==> config.mk <==
export PLATFORM = sky130hd
export DESIGN_NAME = reservation_station_flat
export DESIGN_NICKNAME = d
export VERILOG_FILES = /design/src/rtl/reservation_station_pkg.sv /design/src/rtl/reservation_station_if.sv /design/src/rtl/reservation_station_pick.sv /design/src/rtl/reservation_station.sv /design/src/flat_wrapper.sv
export SDC_FILE = /design/constraint.sdc
export NUM_CORES = 2
export LEC_CHECK = 0
export ABC_CLOCK_PERIOD_IN_PS = 4700
export CORE_UTILIZATION = 45
export DETAILED_ROUTE_END_ITERATION = 10
export PLACE_DENSITY = 0.65
export SYNTH_ARGS = -nofsm -noshare
export SYNTH_HDL_FRONTEND = slang
export SYNTH_SLANG_ARGS = --single-unit
==> constraint.sdc <==
create_clock -name clk_in -period 4.7 [get_ports clk_in]
set_clock_uncertainty 0.15 [all_clocks]
set_input_delay 0.94 -clock clk_in [delete_from_list [all_inputs] [get_ports clk_in]]
set_output_delay 0.94 -clock clk_in [all_outputs]
set_load 0.1 [all_outputs]
==> src/rtl/reservation_station_pkg.sv <==
// rtl/reservation_station_pkg.sv - shared opcodes and default widths for the reservation station
package reservation_station_pkg;

  localparam int RS_WIDTH_DEF  = 3;
  localparam int ROB_WIDTH_DEF = 4;
  localparam int XLEN          = 32;

  localparam logic [3:0] OP_NOP  = 4'd0;
  localparam logic [3:0] OP_ADD  = 4'd1;
  localparam logic [3:0] OP_SUB  = 4'd2;
  localparam logic [3:0] OP_AND  = 4'd3;
  localparam logic [3:0] OP_OR   = 4'd4;
  localparam logic [3:0] OP_XOR  = 4'd5;
  localparam logic [3:0] OP_SLL  = 4'd6;
  localparam logic [3:0] OP_SRL  = 4'd7;
  localparam logic [3:0] OP_SRA  = 4'd8;
  localparam logic [3:0] OP_SLT  = 4'd9;
  localparam logic [3:0] OP_SLTU = 4'd10;
  localparam logic [3:0] OP_BEQ  = 4'd11;
  localparam logic [3:0] OP_BNE  = 4'd12;
  localparam logic [3:0] OP_BLT  = 4'd13;
  localparam logic [3:0] OP_JAL  = 4'd14;
  localparam logic [3:0] OP_JALR = 4'd15;

endpackage

==> src/rtl/reservation_station_if.sv <==
// rtl/reservation_station_if.sv - issue, result-bus snoop and ALU dispatch signals
interface reservation_station_if
  import reservation_station_pkg::*;
#(
  parameter int ROB_WIDTH = ROB_WIDTH_DEF
);
  // issue from decoder / ROB
  logic                 issue_signal;
  logic [3:0]           issue_opcode;
  logic [XLEN-1:0]      issue_vj;
  logic [ROB_WIDTH-1:0] issue_qj;
  logic                 issue_qj_wait;
  logic [XLEN-1:0]      issue_vk;
  logic [ROB_WIDTH-1:0] issue_qk;
  logic                 issue_qk_wait;
  logic [ROB_WIDTH-1:0] issue_tag;
  logic                 rs_full;
  // result buses
  logic                 alu_done;
  logic [XLEN-1:0]      alu_value;
  logic [ROB_WIDTH-1:0] alu_tag;
  logic                 lsb_done;
  logic [XLEN-1:0]      lsb_value;
  logic [ROB_WIDTH-1:0] lsb_tag;
  // dispatch to ALU
  logic                 cal_signal;
  logic [3:0]           opcode;
  logic [XLEN-1:0]      lhs;
  logic [XLEN-1:0]      rhs;
  logic [ROB_WIDTH-1:0] tag;

  modport master (
    output issue_signal, issue_opcode, issue_vj, issue_qj, issue_qj_wait,
           issue_vk, issue_qk, issue_qk_wait, issue_tag,
           alu_done, alu_value, alu_tag, lsb_done, lsb_value, lsb_tag,
    input  rs_full, cal_signal, opcode, lhs, rhs, tag
  );

  modport slave (
    input  issue_signal, issue_opcode, issue_vj, issue_qj, issue_qj_wait,
           issue_vk, issue_qk, issue_qk_wait, issue_tag,
           alu_done, alu_value, alu_tag, lsb_done, lsb_value, lsb_tag,
    output rs_full, cal_signal, opcode, lhs, rhs, tag
  );

endinterface

==> src/rtl/reservation_station_pick.sv <==
// rtl/reservation_station_pick.sv - lowest-index priority encoder (valid + index)
module reservation_station_pick #(
  parameter int WIDTH = 3
) (
  input  logic [(1<<WIDTH)-1:0] req,
  output logic                  valid,
  output logic [WIDTH-1:0]      index
);

  // scan from the top down so the lowest set bit is the last to overwrite index
  always_comb begin
    valid = 1'b0;
    index = '0;
    for (int i = (1 << WIDTH) - 1; i >= 0; i--) begin
      if (req[i]) begin
        valid = 1'b1;
        index = i[WIDTH-1:0];
      end
    end
  end

endmodule

==> src/rtl/reservation_station.sv <==
// rtl/reservation_station.sv - ALU reservation station: hold, snoop, issue one ready entry per cycle
module reservation_station
  import reservation_station_pkg::*;
#(
  parameter int RS_WIDTH  = RS_WIDTH_DEF,
  parameter int ROB_WIDTH = ROB_WIDTH_DEF
) (
  input  logic                 clk_in,
  input  logic                 rst_in,
  input  logic                 rdy_in,
  input  logic                 clear_signal,
  reservation_station_if.slave bus
);

  localparam int RS_SIZE = 1 << RS_WIDTH;

  logic [RS_SIZE-1:0]   busy;
  logic [RS_SIZE-1:0]   qj_wait;
  logic [RS_SIZE-1:0]   qk_wait;
  logic [3:0]           op   [RS_SIZE];
  logic [XLEN-1:0]      vj   [RS_SIZE];
  logic [XLEN-1:0]      vk   [RS_SIZE];
  logic [ROB_WIDTH-1:0] qj   [RS_SIZE];
  logic [ROB_WIDTH-1:0] qk   [RS_SIZE];
  logic [ROB_WIDTH-1:0] dest [RS_SIZE];

  logic [RS_SIZE-1:0]   ready;
  logic                 free_valid;
  logic                 ready_valid;
  logic [RS_WIDTH-1:0]  free_idx;
  logic [RS_WIDTH-1:0]  ready_idx;

  logic                 new_j_wait;
  logic                 new_k_wait;
  logic [XLEN-1:0]      new_vj;
  logic [XLEN-1:0]      new_vk;

  logic                 cal_q;
  logic [3:0]           opcode_q;
  logic [XLEN-1:0]      lhs_q;
  logic [XLEN-1:0]      rhs_q;
  logic [ROB_WIDTH-1:0] tag_q;

  assign bus.rs_full    = &busy;
  assign bus.cal_signal = cal_q;
  assign bus.opcode     = opcode_q;
  assign bus.lhs        = lhs_q;
  assign bus.rhs        = rhs_q;
  assign bus.tag        = tag_q;

  // an entry is dispatchable only from registered state, never from this cycle's broadcast
  always_comb begin
    ready = busy & ~qj_wait & ~qk_wait;
  end

  reservation_station_pick #(.WIDTH(RS_WIDTH)) u_free_pick (
    .req   (~busy),
    .valid (free_valid),
    .index (free_idx)
  );

  reservation_station_pick #(.WIDTH(RS_WIDTH)) u_ready_pick (
    .req   (ready),
    .valid (ready_valid),
    .index (ready_idx)
  );

  // resolve issuing operands against the result buses of the same cycle; ALU bus wins
  always_comb begin
    new_vj     = bus.issue_vj;
    new_j_wait = bus.issue_qj_wait;
    if (bus.issue_qj_wait && bus.alu_done && bus.alu_tag == bus.issue_qj) begin
      new_vj     = bus.alu_value;
      new_j_wait = 1'b0;
    end else if (bus.issue_qj_wait && bus.lsb_done && bus.lsb_tag == bus.issue_qj) begin
      new_vj     = bus.lsb_value;
      new_j_wait = 1'b0;
    end
    new_vk     = bus.issue_vk;
    new_k_wait = bus.issue_qk_wait;
    if (bus.issue_qk_wait && bus.alu_done && bus.alu_tag == bus.issue_qk) begin
      new_vk     = bus.alu_value;
      new_k_wait = 1'b0;
    end else if (bus.issue_qk_wait && bus.lsb_done && bus.lsb_tag == bus.issue_qk) begin
      new_vk     = bus.lsb_value;
      new_k_wait = 1'b0;
    end
  end

  // entry storage: snoop, dispatch lowest ready entry, then accept a new issue into the lowest free slot
  always_ff @(posedge clk_in) begin
    if (rst_in) begin
      busy     <= '0;
      cal_q    <= 1'b0;
      opcode_q <= '0;
      lhs_q    <= '0;
      rhs_q    <= '0;
      tag_q    <= '0;
    end else if (rdy_in) begin
      if (clear_signal) begin
        busy  <= '0;
        cal_q <= 1'b0;
      end else begin
        for (int i = 0; i < RS_SIZE; i++) begin
          if (busy[i] && qj_wait[i]) begin
            if (bus.alu_done && bus.alu_tag == qj[i]) begin
              vj[i]      <= bus.alu_value;
              qj_wait[i] <= 1'b0;
            end else if (bus.lsb_done && bus.lsb_tag == qj[i]) begin
              vj[i]      <= bus.lsb_value;
              qj_wait[i] <= 1'b0;
            end
          end
          if (busy[i] && qk_wait[i]) begin
            if (bus.alu_done && bus.alu_tag == qk[i]) begin
              vk[i]      <= bus.alu_value;
              qk_wait[i] <= 1'b0;
            end else if (bus.lsb_done && bus.lsb_tag == qk[i]) begin
              vk[i]      <= bus.lsb_value;
              qk_wait[i] <= 1'b0;
            end
          end
        end

        if (ready_valid) begin
          cal_q           <= 1'b1;
          opcode_q        <= op[ready_idx];
          lhs_q           <= vj[ready_idx];
          rhs_q           <= vk[ready_idx];
          tag_q           <= dest[ready_idx];
          busy[ready_idx] <= 1'b0;
        end else begin
          cal_q <= 1'b0;
        end

        // free_idx comes from pre-edge busy, so it never collides with ready_idx
        if (bus.issue_signal && free_valid) begin
          busy[free_idx]    <= 1'b1;
          op[free_idx]      <= bus.issue_opcode;
          vj[free_idx]      <= new_vj;
          vk[free_idx]      <= new_vk;
          qj[free_idx]      <= bus.issue_qj;
          qk[free_idx]      <= bus.issue_qk;
          qj_wait[free_idx] <= new_j_wait;
          qk_wait[free_idx] <= new_k_wait;
          dest[free_idx]    <= bus.issue_tag;
        end
      end
    end
  end

endmodule
==> src/flat_wrapper.sv <==
// flat-port wrapper written by rule: the top's interface ports become plain ports
module reservation_station_flat import reservation_station_pkg::*;
#(
  parameter int RS_WIDTH  = RS_WIDTH_DEF,
  parameter int ROB_WIDTH = ROB_WIDTH_DEF
)
  (clk_in, rst_in, rdy_in, clear_signal, bus_issue_signal, bus_issue_opcode, bus_issue_vj, bus_issue_qj, bus_issue_qj_wait, bus_issue_vk, bus_issue_qk, bus_issue_qk_wait, bus_issue_tag, bus_alu_done, bus_alu_value, bus_alu_tag, bus_lsb_done, bus_lsb_value, bus_lsb_tag, bus_rs_full, bus_cal_signal, bus_opcode, bus_lhs, bus_rhs, bus_tag);
  reservation_station_if #(.ROB_WIDTH(ROB_WIDTH)) bus_i ();
  input  logic clk_in;
  input  logic rst_in;
  input  logic rdy_in;
  input  logic clear_signal;
  input wire logic [$bits(bus_i.issue_signal)-1:0] bus_issue_signal;
  input wire logic [$bits(bus_i.issue_opcode)-1:0] bus_issue_opcode;
  input wire logic [$bits(bus_i.issue_vj)-1:0] bus_issue_vj;
  input wire logic [$bits(bus_i.issue_qj)-1:0] bus_issue_qj;
  input wire logic [$bits(bus_i.issue_qj_wait)-1:0] bus_issue_qj_wait;
  input wire logic [$bits(bus_i.issue_vk)-1:0] bus_issue_vk;
  input wire logic [$bits(bus_i.issue_qk)-1:0] bus_issue_qk;
  input wire logic [$bits(bus_i.issue_qk_wait)-1:0] bus_issue_qk_wait;
  input wire logic [$bits(bus_i.issue_tag)-1:0] bus_issue_tag;
  input wire logic [$bits(bus_i.alu_done)-1:0] bus_alu_done;
  input wire logic [$bits(bus_i.alu_value)-1:0] bus_alu_value;
  input wire logic [$bits(bus_i.alu_tag)-1:0] bus_alu_tag;
  input wire logic [$bits(bus_i.lsb_done)-1:0] bus_lsb_done;
  input wire logic [$bits(bus_i.lsb_value)-1:0] bus_lsb_value;
  input wire logic [$bits(bus_i.lsb_tag)-1:0] bus_lsb_tag;
  output wire logic [$bits(bus_i.rs_full)-1:0] bus_rs_full;
  output wire logic [$bits(bus_i.cal_signal)-1:0] bus_cal_signal;
  output wire logic [$bits(bus_i.opcode)-1:0] bus_opcode;
  output wire logic [$bits(bus_i.lhs)-1:0] bus_lhs;
  output wire logic [$bits(bus_i.rhs)-1:0] bus_rhs;
  output wire logic [$bits(bus_i.tag)-1:0] bus_tag;
  assign bus_i.issue_signal = bus_issue_signal;
  assign bus_i.issue_opcode = bus_issue_opcode;
  assign bus_i.issue_vj = bus_issue_vj;
  assign bus_i.issue_qj = bus_issue_qj;
  assign bus_i.issue_qj_wait = bus_issue_qj_wait;
  assign bus_i.issue_vk = bus_issue_vk;
  assign bus_i.issue_qk = bus_issue_qk;
  assign bus_i.issue_qk_wait = bus_issue_qk_wait;
  assign bus_i.issue_tag = bus_issue_tag;
  assign bus_i.alu_done = bus_alu_done;
  assign bus_i.alu_value = bus_alu_value;
  assign bus_i.alu_tag = bus_alu_tag;
  assign bus_i.lsb_done = bus_lsb_done;
  assign bus_i.lsb_value = bus_lsb_value;
  assign bus_i.lsb_tag = bus_lsb_tag;
  assign bus_rs_full = bus_i.rs_full;
  assign bus_cal_signal = bus_i.cal_signal;
  assign bus_opcode = bus_i.opcode;
  assign bus_lhs = bus_i.lhs;
  assign bus_rhs = bus_i.rhs;
  assign bus_tag = bus_i.tag;
  reservation_station #(.RS_WIDTH(RS_WIDTH), .ROB_WIDTH(ROB_WIDTH)) u_core (.clk_in(clk_in), .rst_in(rst_in), .rdy_in(rdy_in), .clear_signal(clear_signal), .bus(bus_i));
endmodule
==> run_results.csv <==
group,metric,value,unit
status,status,"finished clean",
global_route,first_global_vias,36000,
setup_path,path_max_fanout,13,
final_layout,syn2layout_area_growth,16.2,%
clocking,cts_made_buffers,82,
logic_synthesis,synth_area,43400,sq um
global_route,overflow,0,
logic_synthesis,synth_seq_area_share,49.2,%
place,place_congestion,0.896,
global_route,grt_util_all_layers,33.9,%
timing,fmax,0.259,GHz
final_layout,utilization,53.0,%
final_layout,n_fill_cell,8178,
logic_synthesis,postSynthAreaPerCell,10.1,sq um
clocking,cts_resized,0,
logic_synthesis,synth.area.top_cells,"edfxtp_1, mux2i_1, nand2_1",
logic_synthesis,syn_inst,4303,
clocking,clkLatencyLatePin,660,ps
timing,relSlewSlack,16.0,%
routing,ant_nets,0,
timing,worst_pin_slew,1250,ps
timing,fin_crit,3870,ps
timing,final_hold_viol_count,0,
timing,rsz0062_at_grt,"no",
worst_hold_path,hp-class,"reg -> reg",
setup_path,regToRegSetupSlack,1000,ps
setup_path,critical_path_class,"in -> reg",
routing,via_count,37600,
final_layout,final_area,50400,sq um
timing,final.period_utilization,82.3,%
clocking,cts_tree,"yes",
setup_path,start_kind,"input port",
clocking,cts_buffer_depth,3,
setup_path,timing.rr.start,"u_core.busy[0]",
setup_path,crit_arrival,4080,ps
logic_synthesis,synth_edf_count,656,
final_layout,multi_input_area,20000,sq um
floorplan,die_w,312,um
job,cap_viol_max_count,0,
logic_synthesis,synth_ff_type,"edfxtp_1",
routing,wl_per_cell,30.3,um
setup_path,cp-end-kind,"flop",
timing,finalSetupViolCount,0,
clocking,path_clk_slew,60,ps
setup_path,required,4910,ps
logic_synthesis,synth_cell_types,60,
routing,first_pass_iters,8,
clocking,root_buffer,"clkbuf_16",
logic_synthesis,ys_ff_latch,737,
routing,viasPerCell,6.67,
setup_path,cp-startpoint,"bus_lsb_tag[0]",
floorplan,core,95200,sq um
power_and_ir_drop,vdd_drop_max,0.000267,V
setup_path,endpoint,"u_core.vj[7][15]",
place,placed_cell_area,47700,sq um
timing,setup_tns,0,ps
global_route,grt_max_degree,130,
logic_synthesis,async_flop_share,0,%
place,io_buffers,234,
global_route,grt_pass1_wl,245000,um
clocking,cts_setup_buffers,0,
floorplan,rows,113,
final_layout,final_nets,4464,
global_route,grt_antenna_before_repair,6,
clocking,cts_sinks,737,
logic_synthesis,yosys.area.top_type,"edfxtp_1",
floorplan,dieArea,97600,sq um
setup_path,r2r-end,"u_core.bus.rhs[5]",
final_layout,layout-drive-gt1-share,10.7,%
clocking,cts.hold.buffers_added,0,
setup_path,ff2ff_path_depth,7,
floorplan,io_pins,235,
routing,wirelength,171000,um
floorplan,initial_core_util,45.6,%
final_layout,ff_latch_area,21300,sq um
routing,drc,0,
place,dp_hpwl,98100,um
power_and_ir_drop,powerDensity,303,nW/um^2
clocking,htree_levels,3,
power_and_ir_drop,p_leak,16.7,nW
timing,slew_violations,0,
logic_synthesis,synth.net_count,4464,
logic_synthesis,synth_top_area_share,45.4,%
logic_synthesis,ys_warn_count,0,
routing,drt_iter0_markers,5418,
floorplan,die_y,312,um
## state kept, by name (all words and copies together), names as in the netlist, 32 cells and up
register,count
u_core.bus.lhs,32
u_core.bus.rhs,32
u_core.dest,32
u_core.op,32
u_core.qj,32
u_core.qk,32
u_core.vj,256
u_core.vk,256
## routing by layer
metal / vias up / global-route usage, % / part of all wire (%)
met4: 2 / 17.3 / 5.3
met2: 2980 / 51.1 / 44
li1: 16000 / - / -
met1: 18000 / 44.6 / 37
met3: 612 / 9.43 / 14
met5: - / 0 / 0.0076
## worst max-delay path, cell delays in order
cell and delay (ps):
clkdlybuf4s50_1 700, nor2b_4 270, or4_2 1010, buf_12 300, o31ai_1 210, a31oi_1 360
nor2_1 190, a21oi_1 60
## placed cells by master, fill, tap and decap left out, types with 8 or more instances in the layout
master,count
edfxtp_1,656
nand2_1,513
mux2i_1,483
o21ai_0,340
a21oi_1,334
nor2_1,307
clkdlybuf4s50_1,233
nand3_1,160
buf_4,154
a22oi_1,144
a221o_1,99
xor2_1,92
clkbuf_16,86
dfxtp_1,81
o211ai_1,80
o2111ai_1,62
buf_12,58
nor4_1,51
xnor2_1,44
nor3_1,41
nand4_1,35
a31oi_4,28
clkbuf_1,21
a31oi_1,20
o31ai_1,18
a31oi_2,18
o31ai_4,14
clkinv_2,12
nor2b_1,11
clkbuf_8,11
inv_1,10
o21ai_1,10
a21oi_4,10
a22o_1,10
clkinv_1,9
nor3b_2,8
## through the flow
stage | hold slack, ps | worst slack [ps] | cells | total power [mW]
5_1_grt | 352 | 718 | 5637 | 15.6
3_5_place_dp | 315 | 244 | 5484 | 8.66
2_1_floorplan | 350 | 67.1 | 4303 | 8.07
4_1_cts | 328 | 938 | 5634 | 15.2
3_3_place_gp | 287 | 303 | 5484 | 8.64
6_report | 330 | 833 | 5637 | 15.3
## cells by family after synthesis
group                  synth area share (%)
flip-flops                             49.2
buffers and inverters                  5.58
AO/OA/AOI/OAI                          19.2
AND/OR/NAND/NOR                        12.1
XOR/XNOR                               2.81
multiplexers                           11.2
## report_power, final
group	internal, mW	switching [mW]	total, mW
combinational	0.487	0.930	1.42
clock	3.90	2.77	6.68
sequential	7.15	0.0154	7.17
total	11.5	3.72	15.3
## area by class of cell
cell class	count	share of cell area, %
Timing Repair Buffer	445	9.23
Inverter	13	0.112
Tap cell	1265	3.14
Antenna cell	3	0.0149
Clock inverter	32	0.683
Sequential cell	737	42.3
Clock buffer	118	4.73
Multi-Input combinational cell	3024	39.8
## cell usage after synthesis, types with 13 or more instances
| cell type | instances |
|---|---|
| edfxtp_1 | 656 |
| nand2_1 | 515 |
| mux2i_1 | 483 |
| o21ai_0 | 346 |
| a21oi_1 | 344 |
| nor2_1 | 310 |
| clkbuf_1 | 304 |
| nand3_1 | 163 |
| a22oi_1 | 144 |
| buf_2 | 114 |
| a221o_1 | 99 |
| xor2_1 | 94 |
| dfxtp_1 | 81 |
| o211ai_1 | 80 |
| o2111ai_1 | 62 |
| buf_1 | 61 |
| nor4_1 | 52 |
| xnor2_1 | 45 |
| nor3_1 | 41 |
| buf_4 | 37 |
| nand4_1 | 35 |
| a31oi_4 | 28 |
| a31oi_1 | 20 |
| a31oi_2 | 18 |
| o31ai_1 | 18 |
| o31ai_4 | 14 |
| inv_1 | 13 |
## worst min path at each step
stage / startpoint / cells past startpoint / to / slack (ps)
2_1_floorplan: u_core.busy[4] / 2 / u_core.busy[4] / 350
3_3_place_gp: u_core.bus.cal_signal / 1 / u_core.bus.cal_signal / 290
3_5_place_dp: u_core.bus.cal_signal / 1 / u_core.bus.cal_signal / 310
4_1_cts: u_core.bus.cal_signal / 1 / u_core.bus.cal_signal / 330
5_1_grt: u_core.bus.cal_signal / 1 / u_core.bus.cal_signal / 350
6_report: u_core.bus.cal_signal / 1 / u_core.bus.cal_signal / 330
Power figures use the tool's default switching activity.
